**config.mk**
```make
export PLATFORM = sky130hd
export DESIGN_NAME = disp_scan
export DESIGN_NICKNAME = d
export VERILOG_FILES = /design/src/rtl/disp_scan_pkg.sv /design/src/rtl/disp_scan_bcd_to_seg.sv /design/src/rtl/disp_scan.sv
export SDC_FILE = /design/constraint.sdc
export NUM_CORES = 1
export LEC_CHECK = 0
export ABC_CLOCK_PERIOD_IN_PS = 6100
export BUFFER_PORTS_ARGS = -buffer_cell sky130_fd_sc_hd__buf_2
export CAP_MARGIN = 40
export CORE_ASPECT_RATIO = 0.8
export CORE_MARGIN = 10
export CORE_UTILIZATION = 59
export DETAILED_ROUTE_END_ITERATION = 10
export PLACE_DENSITY_LB_ADDON = 0.25
export SYNTH_ARGS = -nofsm -noshare
export SYNTH_HDL_FRONTEND = slang
export SYNTH_SLANG_ARGS = --single-unit
```
**constraint.sdc**
```tcl
create_clock -name Clock_5K -period 6.1 [get_ports Clock_5K]
set_clock_uncertainty 0.2 [all_clocks]
set_input_delay 0.915 -clock Clock_5K [delete_from_list [all_inputs] [get_ports Clock_5K]]
set_output_delay 0.915 -clock Clock_5K [all_outputs]
set_load 0.03 [all_outputs]
```
**src/rtl/disp_scan_pkg.sv**
```systemverilog
// disp_scan_pkg: shared constants and types for the 8-digit display scanner.
//   - active-low 7-segment glyphs in {g,f,e,d,c,b,a} bit order
//   - scanner FSM state encoding
//   - field range limits used to decide when a field renders as dashes
//   - snapshot record of the time bus, captured once per frame
//   - helper that builds the active-low one-hot digit enable
package disp_scan_pkg;

    localparam logic [6:0] SEG_0     = 7'h40;
    localparam logic [6:0] SEG_1     = 7'h79;
    localparam logic [6:0] SEG_2     = 7'h24;
    localparam logic [6:0] SEG_3     = 7'h30;
    localparam logic [6:0] SEG_4     = 7'h19;
    localparam logic [6:0] SEG_5     = 7'h12;
    localparam logic [6:0] SEG_6     = 7'h02;
    localparam logic [6:0] SEG_7     = 7'h78;
    localparam logic [6:0] SEG_8     = 7'h00;
    localparam logic [6:0] SEG_9     = 7'h10;
    localparam logic [6:0] SEG_A     = 7'h08;
    localparam logic [6:0] SEG_P     = 7'h0C;
    localparam logic [6:0] SEG_DASH  = 7'h3F;
    localparam logic [6:0] SEG_BLANK = 7'h7F;

    // Glyph codes beyond the decimal digits, understood by bcd_to_seg.
    localparam logic [3:0] CODE_A = 4'd10;
    localparam logic [3:0] CODE_P = 4'd11;

    // Largest value each field may hold before it is shown as dashes.
    localparam int CLK_HOURS_MAX = 12;
    localparam int SW_HOURS_MAX  = 9;
    localparam int MINSEC_MAX    = 59;
    localparam int MSEC_MAX      = 999;

    typedef enum logic {
        ST_SCAN  = 1'b0,
        ST_BLANK = 1'b1
    } state_t;

    typedef struct packed {
        logic       control;
        logic       am_pm;
        logic [3:0] hours;
        logic [5:0] mins;
        logic [5:0] secs;
        logic [9:0] msecs;
    } snap_t;

    // Active-low one-hot digit enable; bit 0 is the rightmost digit.
    function automatic logic [7:0] an_onehot(input logic [2:0] idx);
        an_onehot = ~(8'h01 << idx);
    endfunction

endpackage

```
**src/rtl/disp_scan_bcd_to_seg.sv**
```systemverilog
// bcd_to_seg: combinational glyph decoder for one display digit.
// Ports:
//   code  in  4  0..9 decimal digit, CODE_A / CODE_P for the AM/PM letter
//   blank in  1  show nothing (all segments off)
//   dash  in  1  show '-' (field out of range); wins over blank and code
//   seg   out 7  active-low segments {g,f,e,d,c,b,a}
module bcd_to_seg
    import disp_scan_pkg::*;
(
    input  logic [3:0] code,
    input  logic       blank,
    input  logic       dash,
    output logic [6:0] seg
);

    always_comb begin
        seg = SEG_BLANK;
        if (dash) begin
            seg = SEG_DASH;
        end else if (!blank) begin
            case (code)
                4'd0:    seg = SEG_0;
                4'd1:    seg = SEG_1;
                4'd2:    seg = SEG_2;
                4'd3:    seg = SEG_3;
                4'd4:    seg = SEG_4;
                4'd5:    seg = SEG_5;
                4'd6:    seg = SEG_6;
                4'd7:    seg = SEG_7;
                4'd8:    seg = SEG_8;
                4'd9:    seg = SEG_9;
                CODE_A:  seg = SEG_A;
                CODE_P:  seg = SEG_P;
                default: seg = SEG_BLANK;
            endcase
        end
    end

endmodule

```
**src/rtl/disp_scan.sv**
```systemverilog
// disp_scan: scans an 8-digit common-anode 7-segment display from the
// multiplexed time bus. The bus is snapshotted once per frame so a frame
// never mixes two bus values; mode switches blank the display for a few
// frames, and an active alarm in clock mode flashes the whole display.
// Ports:
//   Clock_5K in  1   sole clock, rising edge
//   Reset    in  1   synchronous active-high reset
//   Control  in  1   1 = clock mode, 0 = stopwatch mode
//   SW_State in  1   one-cycle mode-change pulse, starts blanking
//   Alarm    in  1   alarm level, flashes display in clock mode
//   AM_PM    in  1   1 = PM
//   Hours    in  4, Mins/Secs in 6, MSecs in 10   time fields
//   Seg      out 7   active-low segments {g..a}, registered
//   DP       out 1   active-low decimal point, registered
//   An       out 8   active-low one-hot digit enable, registered
module disp_scan
    import disp_scan_pkg::*;
#(
    parameter int SCAN_DIV     = 5,
    parameter int BLANK_FRAMES = 4,
    parameter int BLINK_FRAMES = 64
) (
    input  logic       Clock_5K,
    input  logic       Reset,
    input  logic       Control,
    input  logic       SW_State,
    input  logic       Alarm,
    input  logic       AM_PM,
    input  logic [3:0] Hours,
    input  logic [5:0] Mins,
    input  logic [5:0] Secs,
    input  logic [9:0] MSecs,
    output logic [6:0] Seg,
    output logic       DP,
    output logic [7:0] An
);

    localparam int DIV_W = (SCAN_DIV > 1) ? $clog2(SCAN_DIV) : 1;
    localparam int BLK_W = (BLINK_FRAMES > 1) ? $clog2(BLINK_FRAMES) : 1;

    logic [DIV_W-1:0] div_cnt_reg;
    logic [2:0]       idx_reg;
    logic [2:0]       idx_next;
    logic             tick;
    logic             wrap;

    snap_t            snap_reg;
    snap_t            snap_next;

    state_t           state_reg;
    logic [3:0]       blank_cnt_reg;
    logic             scan_next;

    logic [BLK_W-1:0] blink_cnt_reg;
    logic [BLK_W-1:0] blink_cnt_next;
    logic             phase_reg;
    logic             phase_next;

    logic [6:0]       seg_reg;
    logic             dp_reg;
    logic [7:0]       an_reg;

    // ---------------------------------------------------------------
    // Digit-slot timing
    // ---------------------------------------------------------------
    assign tick     = (div_cnt_reg == DIV_W'(SCAN_DIV - 1));
    assign wrap     = tick && (idx_reg == 3'd7);
    assign idx_next = tick ? 3'(idx_reg + 3'd1) : idx_reg;

    always_ff @(posedge Clock_5K) begin
        if (Reset) begin
            div_cnt_reg <= '0;
            idx_reg     <= 3'd0;
        end else begin
            div_cnt_reg <= tick ? '0 : DIV_W'(div_cnt_reg + 1'b1);
            idx_reg     <= idx_next;
        end
    end

    // ---------------------------------------------------------------
    // Frame snapshot. The output register is loaded from snap_next so the
    // first digit of a frame already shows the freshly captured bus.
    // ---------------------------------------------------------------
    assign snap_next = wrap ? {Control, AM_PM, Hours, Mins, Secs, MSecs} : snap_reg;

    always_ff @(posedge Clock_5K) begin
        if (Reset) begin
            snap_reg <= '0;
        end else begin
            snap_reg <= snap_next;
        end
    end

    // ---------------------------------------------------------------
    // Binary to decimal digits and range checks
    // ---------------------------------------------------------------
    logic       hr_ge10;
    logic [3:0] hr_tens, hr_ones;
    logic [3:0] mn_tens, mn_ones, sc_tens, sc_ones;
    logic [3:0] ms_hund, ms_tens, ms_ones;
    logic       hr_bad, mn_bad, sc_bad, ms_bad;

    assign hr_ge10 = (snap_next.hours >= 4'd10);
    assign hr_tens = hr_ge10 ? 4'd1 : 4'd0;
    assign hr_ones = hr_ge10 ? 4'(snap_next.hours - 4'd10) : snap_next.hours;

    assign mn_tens = 4'(snap_next.mins / 6'd10);
    assign mn_ones = 4'(snap_next.mins % 6'd10);
    assign sc_tens = 4'(snap_next.secs / 6'd10);
    assign sc_ones = 4'(snap_next.secs % 6'd10);
    assign ms_hund = 4'(snap_next.msecs / 10'd100);
    assign ms_tens = 4'((snap_next.msecs / 10'd10) % 10'd10);
    assign ms_ones = 4'(snap_next.msecs % 10'd10);

    assign hr_bad = snap_next.control ? (snap_next.hours > 4'(CLK_HOURS_MAX))
                                      : (snap_next.hours > 4'(SW_HOURS_MAX));
    assign mn_bad = (snap_next.mins  > 6'(MINSEC_MAX));
    assign sc_bad = (snap_next.secs  > 6'(MINSEC_MAX));
    assign ms_bad = (snap_next.msecs > 10'(MSEC_MAX));

    // ---------------------------------------------------------------
    // Digit multiplexer for the slot about to be shown
    // ---------------------------------------------------------------
    logic [3:0] dig_code;
    logic       dig_blank;
    logic       dig_dash;
    logic       dig_dp;
    logic [6:0] dig_seg;

    always_comb begin
        dig_code  = 4'd0;
        dig_blank = 1'b0;
        dig_dash  = 1'b0;
        dig_dp    = 1'b0;
        if (snap_next.control) begin
            case (idx_next)
                3'd7: dig_blank = 1'b1;
                3'd6: begin dig_code = hr_tens; dig_blank = !hr_ge10; dig_dash = hr_bad; end
                3'd5: begin dig_code = hr_ones; dig_dash = hr_bad; dig_dp = 1'b1; end
                3'd4: begin dig_code = mn_tens; dig_dash = mn_bad; end
                3'd3: begin dig_code = mn_ones; dig_dash = mn_bad; dig_dp = 1'b1; end
                3'd2: begin dig_code = sc_tens; dig_dash = sc_bad; end
                3'd1: begin dig_code = sc_ones; dig_dash = sc_bad; dig_dp = 1'b1; end
                default: dig_code = snap_next.am_pm ? CODE_P : CODE_A;
            endcase
        end else begin
            case (idx_next)
                3'd7: begin dig_code = snap_next.hours; dig_dash = hr_bad; dig_dp = 1'b1; end
                3'd6: begin dig_code = mn_tens; dig_dash = mn_bad; end
                3'd5: begin dig_code = mn_ones; dig_dash = mn_bad; dig_dp = 1'b1; end
                3'd4: begin dig_code = sc_tens; dig_dash = sc_bad; end
                3'd3: begin dig_code = sc_ones; dig_dash = sc_bad; dig_dp = 1'b1; end
                3'd2: begin dig_code = ms_hund; dig_dash = ms_bad; end
                3'd1: begin dig_code = ms_tens; dig_dash = ms_bad; end
                default: begin dig_code = ms_ones; dig_dash = ms_bad; end
            endcase
        end
    end

    bcd_to_seg u_bcd_to_seg (
        .code  (dig_code),
        .blank (dig_blank),
        .dash  (dig_dash),
        .seg   (dig_seg)
    );

    // ---------------------------------------------------------------
    // Alarm blink: counts frames while flashing is allowed, otherwise
    // parks with the display visible.
    // ---------------------------------------------------------------
    always_comb begin
        blink_cnt_next = blink_cnt_reg;
        phase_next     = phase_reg;
        if (wrap) begin
            if (state_reg == ST_SCAN && snap_next.control && Alarm) begin
                if (blink_cnt_reg == BLK_W'(BLINK_FRAMES - 1)) begin
                    blink_cnt_next = '0;
                    phase_next     = !phase_reg;
                end else begin
                    blink_cnt_next = BLK_W'(blink_cnt_reg + 1'b1);
                end
            end else begin
                blink_cnt_next = '0;
                phase_next     = 1'b0;
            end
        end
    end

    always_ff @(posedge Clock_5K) begin
        if (Reset) begin
            blink_cnt_reg <= '0;
            phase_reg     <= 1'b0;
        end else begin
            blink_cnt_reg <= blink_cnt_next;
            phase_reg     <= phase_next;
        end
    end

    // ---------------------------------------------------------------
    // Scan/blank FSM with registered outputs.
    // scan_next: the FSM will be in SCAN after this edge.
    // ---------------------------------------------------------------
    assign scan_next = !SW_State &&
                       ((state_reg == ST_SCAN) ||
                        (wrap && blank_cnt_reg == 4'd1));

    always_ff @(posedge Clock_5K) begin
        if (Reset) begin
            state_reg     <= ST_SCAN;
            blank_cnt_reg <= 4'd0;
            seg_reg       <= SEG_BLANK;
            dp_reg        <= 1'b1;
            an_reg        <= 8'hFF;
        end else begin
            case (state_reg)
                ST_SCAN: begin
                    if (SW_State) begin
                        state_reg     <= ST_BLANK;
                        blank_cnt_reg <= 4'(BLANK_FRAMES);
                    end
                end
                default: begin
                    if (SW_State) begin
                        blank_cnt_reg <= 4'(BLANK_FRAMES);
                    end else if (wrap) begin
                        if (blank_cnt_reg == 4'd1) begin
                            state_reg     <= ST_SCAN;
                            blank_cnt_reg <= 4'd0;
                        end else begin
                            blank_cnt_reg <= 4'(blank_cnt_reg - 4'd1);
                        end
                    end
                end
            endcase

            // Segments only move on slot boundaries; the enables are also
            // dropped immediately when a mode switch arrives mid-slot.
            if (tick) begin
                seg_reg <= dig_seg;
                dp_reg  <= !dig_dp;
                an_reg  <= (scan_next && !phase_next) ? an_onehot(idx_next) : 8'hFF;
            end else if (SW_State) begin
                an_reg  <= 8'hFF;
            end
        end
    end

    assign Seg = seg_reg;
    assign DP  = dp_reg;
    assign An  = an_reg;

endmodule

```
==> impl_results.md <==
* Post-DP HPWL at ~15 mm
* Clock-pin slew on the worst setup and hold paths at ~0.06 ns
* Async SR Flop Fraction at 0
* Routed length per instance at between 15 and 20 um
* Status: finished, final reports clean
* Area leader, netlist: dfxtp_1
* Crit path max fanout at 16
* Final #Nets at between 900 and 1000
* Fin area at ~7300 sq um
* Worst hold-check path type: register to register
* GRT Residual Overflow at 0
* Initial antenna violation count at 0
* Share of the synthesized area in the top cell type at 0.190
* Initial Utilization at 0.601
* FP Rows at 34
* Count of cell types in the netlist at just under 100
* Layout area overhead at 12.7%
* Layout cells sized above 1 at 0.180
* Largest net degree at the start of global routing at 49
* Leading cell type by number of instances after synthesis: nor2_1
* CTS H-tree depth at 3
* Syn_area_per_cell at 7.44 sq um
* Root buf cell: clkbuf_16
* Antenna Diode Count at 0
* # port buffers at 47
* Synth Area in Compound Gates at 0.342
* Top cells by area, synth: dfxtp_1 19%, nor2_1 5.9%, mux2i_1 5.1%
* Commonest cells post-synth: 102 x nor2_1, 82 x nand2_1, 62 x dfxtp_1
* RSZ-0062 raised after global routing: false
* Worst hold margin at 0.254 ns
* Ys flop type: dfxtp_1
* Max-cap violations at 0
* CTS Buf Count at 9
* Core area at around 11000 sq um
* Worst path cell trace: ha_1 > ha_2 > and3_4 > buf_4 > nor2_1 > a221o_1 > o21ai_1 > a21oi_2 > o31ai_1 > a211oi_2 > or2_2 > ha_1 > o2111a_1 > o21a_1 > o2111ai_1 > nand4_1 > ha_1 > or3b_1 > o22ai_1 > a31oi_1
* Max FFs per register at 28
* Fillers at 946
* Skew-Pair Late Insertion Delay at 0.34 ns
* Final hold vios at 0
* Adder-cell area share of the yosys netlist at 0.0484
* Mapped Area at approximately 6500 sq um
* Rel. slew slack at 0.426
* Clk buf depth at 2
* CTS Sinks at between 60 and 70
* Via density at 6.86
* Mux share of post-synthesis cell area at 0.0801
* Xor/xnor share of the synthesized area at 0.0148
* Initial DRT Pass Iterations at 8
* Simple logic cell fraction of the synthesized area at 0.266
* Global-route wire length before repair at around 33 mm
* GRT Total Usage at 0.253
* Tmin final at between 5 and 6 ns
* EDFF count, synth at 0
* Initial DRC Count at roughly 1100
* Worst path arrival time at between 5 and 6 ns
* Die W at about 140 um
* Yosys reg bits at a little over 60
* Die ar. at approximately 16000 sq um
* Via Count at ~7300
* Synth warn at 0
* DRC at 0
* Total wire length at between 20 and 25 mm
* Fmax at roughly 170 MHz
* DP Cell Count at around 1000
* Crit-path max cell delay at ~0.43 ns
* Setup Viol. Count Final at 0
* Max IR drop VDD at roughly 170 uV
* Final GP Congestion at approximately 1.0
* Synthesized instance count at 876
* Syn_nets at 930
* Vias in the first global route at ~6500
* Slowest-stage cell, CP: dfxtp_2
* Least-Margin Pin Slew at ~0.84 ns
* Layout Cells excl Fill at between 1000 and 1500
* Worst Path Required at just over 6 ns
* Antenna Nets Post-Route at 0
* Placed cell areas at slightly below 7000 sq um
* I/O pins at 48
* Sequential share of the synthesized area at 0.190
* Max Slew Vio Count at 0
* CTS tree: yes
* Largest family of logic cells by synthesized area: compound AO/OA/AOI/OAI gates
* WS Path Type: register to register
* Setup TNS at 0 ns
* Period utilization at 0.962
* Most frequent CP cell: ha_1
* Crit start category: register
* Leakage at roughly 2.8 nW
* Worst Setup End Kind: register
* DIE HEIGHT at between 100 and 150 um
* Cell Pwr Density at ~170 nW/um^2
-- stage by stage --
step | power, mW | util | setup WS [ns]
final | 1.26 | 0.677 | 0.231
after global routing | 1.31 | 0.677 | 0.0295
after CTS | 1.25 | 0.665 | 0.0875
after detailed placement | 0.691 | 0.635 | 0.136
after global placement | 0.680 | 0.633 | 0.315
after floorplan | 0.627 | - | 0.910
-- worst max-delay path, delay by kind of cell, from the launching register on --
family | cells | cell delay, ns
compound gates | 10 | 2.36
simple gates | 5 | 1.40
buf+inv | 1 | 0.25
flops | 1 | 0.43
fa+ha+maj | 4 | 1.06
-- routing by layer --
layer	part of all wire	vias up	track usage
met5	0	-	0
met4	0.020	0	0.0596
met3	0.12	58	0.0611
met2	0.42	462	0.365
met1	0.44	3380	0.367
li1	-	3411	-
-- layout by cell type, fill, tap and decap left out, drive strengths merged, types with 12 or more instances in the layout --
master and n:
a211oi 17, a21oi 59, a31oi 12, buf 82, dfxtp 62, ha 22, inv 26, mux2i 37
nand2 83, nand2b 23, nand3 24, nor2 104, nor2b 17, nor3 34, o211ai 22, o21ai 45
o22ai 20
-- kinds of logic (layout without fill, tap and decap cells) --
group | count (synthesis) | count (layout)
compound gates | 300 | 300
simple gates | 351 | 352
mux | 48 | 48
flops | 62 | 62
buf+inv | 78 | 123
fa+ha+maj | 26 | 26
xor+xnor | 11 | 11
-- path summary, 6_finish.rpt --
kind,cells past startpoint,slack [ns],to,startpoint
worst min register to register,1,0.25,div_cnt_reg[0],div_cnt_reg[0]
worst min-delay path,1,0.25,div_cnt_reg[0],div_cnt_reg[0]
worst max register to register,20,0.23,Seg[5],idx_reg[0]
worst max-delay path,20,0.23,Seg[5],idx_reg[0]
-- area by class of cell --
type | instances | area, sq um | area share
Clock buffer | 9 | 225 | 0.0306
Clock inverter | 7 | 97.6 | 0.0133
Sequential cell | 62 | 1240 | 0.169
Timing Repair Buffer | 82 | 510 | 0.0695
Inverter | 25 | 93.8 | 0.0128
Tap cell | 144 | 180 | 0.0245
Multi-Input combinational cell | 737 | 5000 | 0.680
-- where the power goes --
| group | internal [mW] | leakage, nW | switching, mW |
|---|---|---|---|
| Combinational | 0.109 | 2.13 | 0.171 |
| Sequential | 0.412 | 0.502 | 0.00746 |
| Clock | 0.359 | 0.152 | 0.201 |
-- timing repair --
action                     CTS  global route
setup buffers                0             5
setup endpoints to repair    0             7
resized for setup            0            16
hold buffers                 0             0
Power figures use the tool's default switching activity.
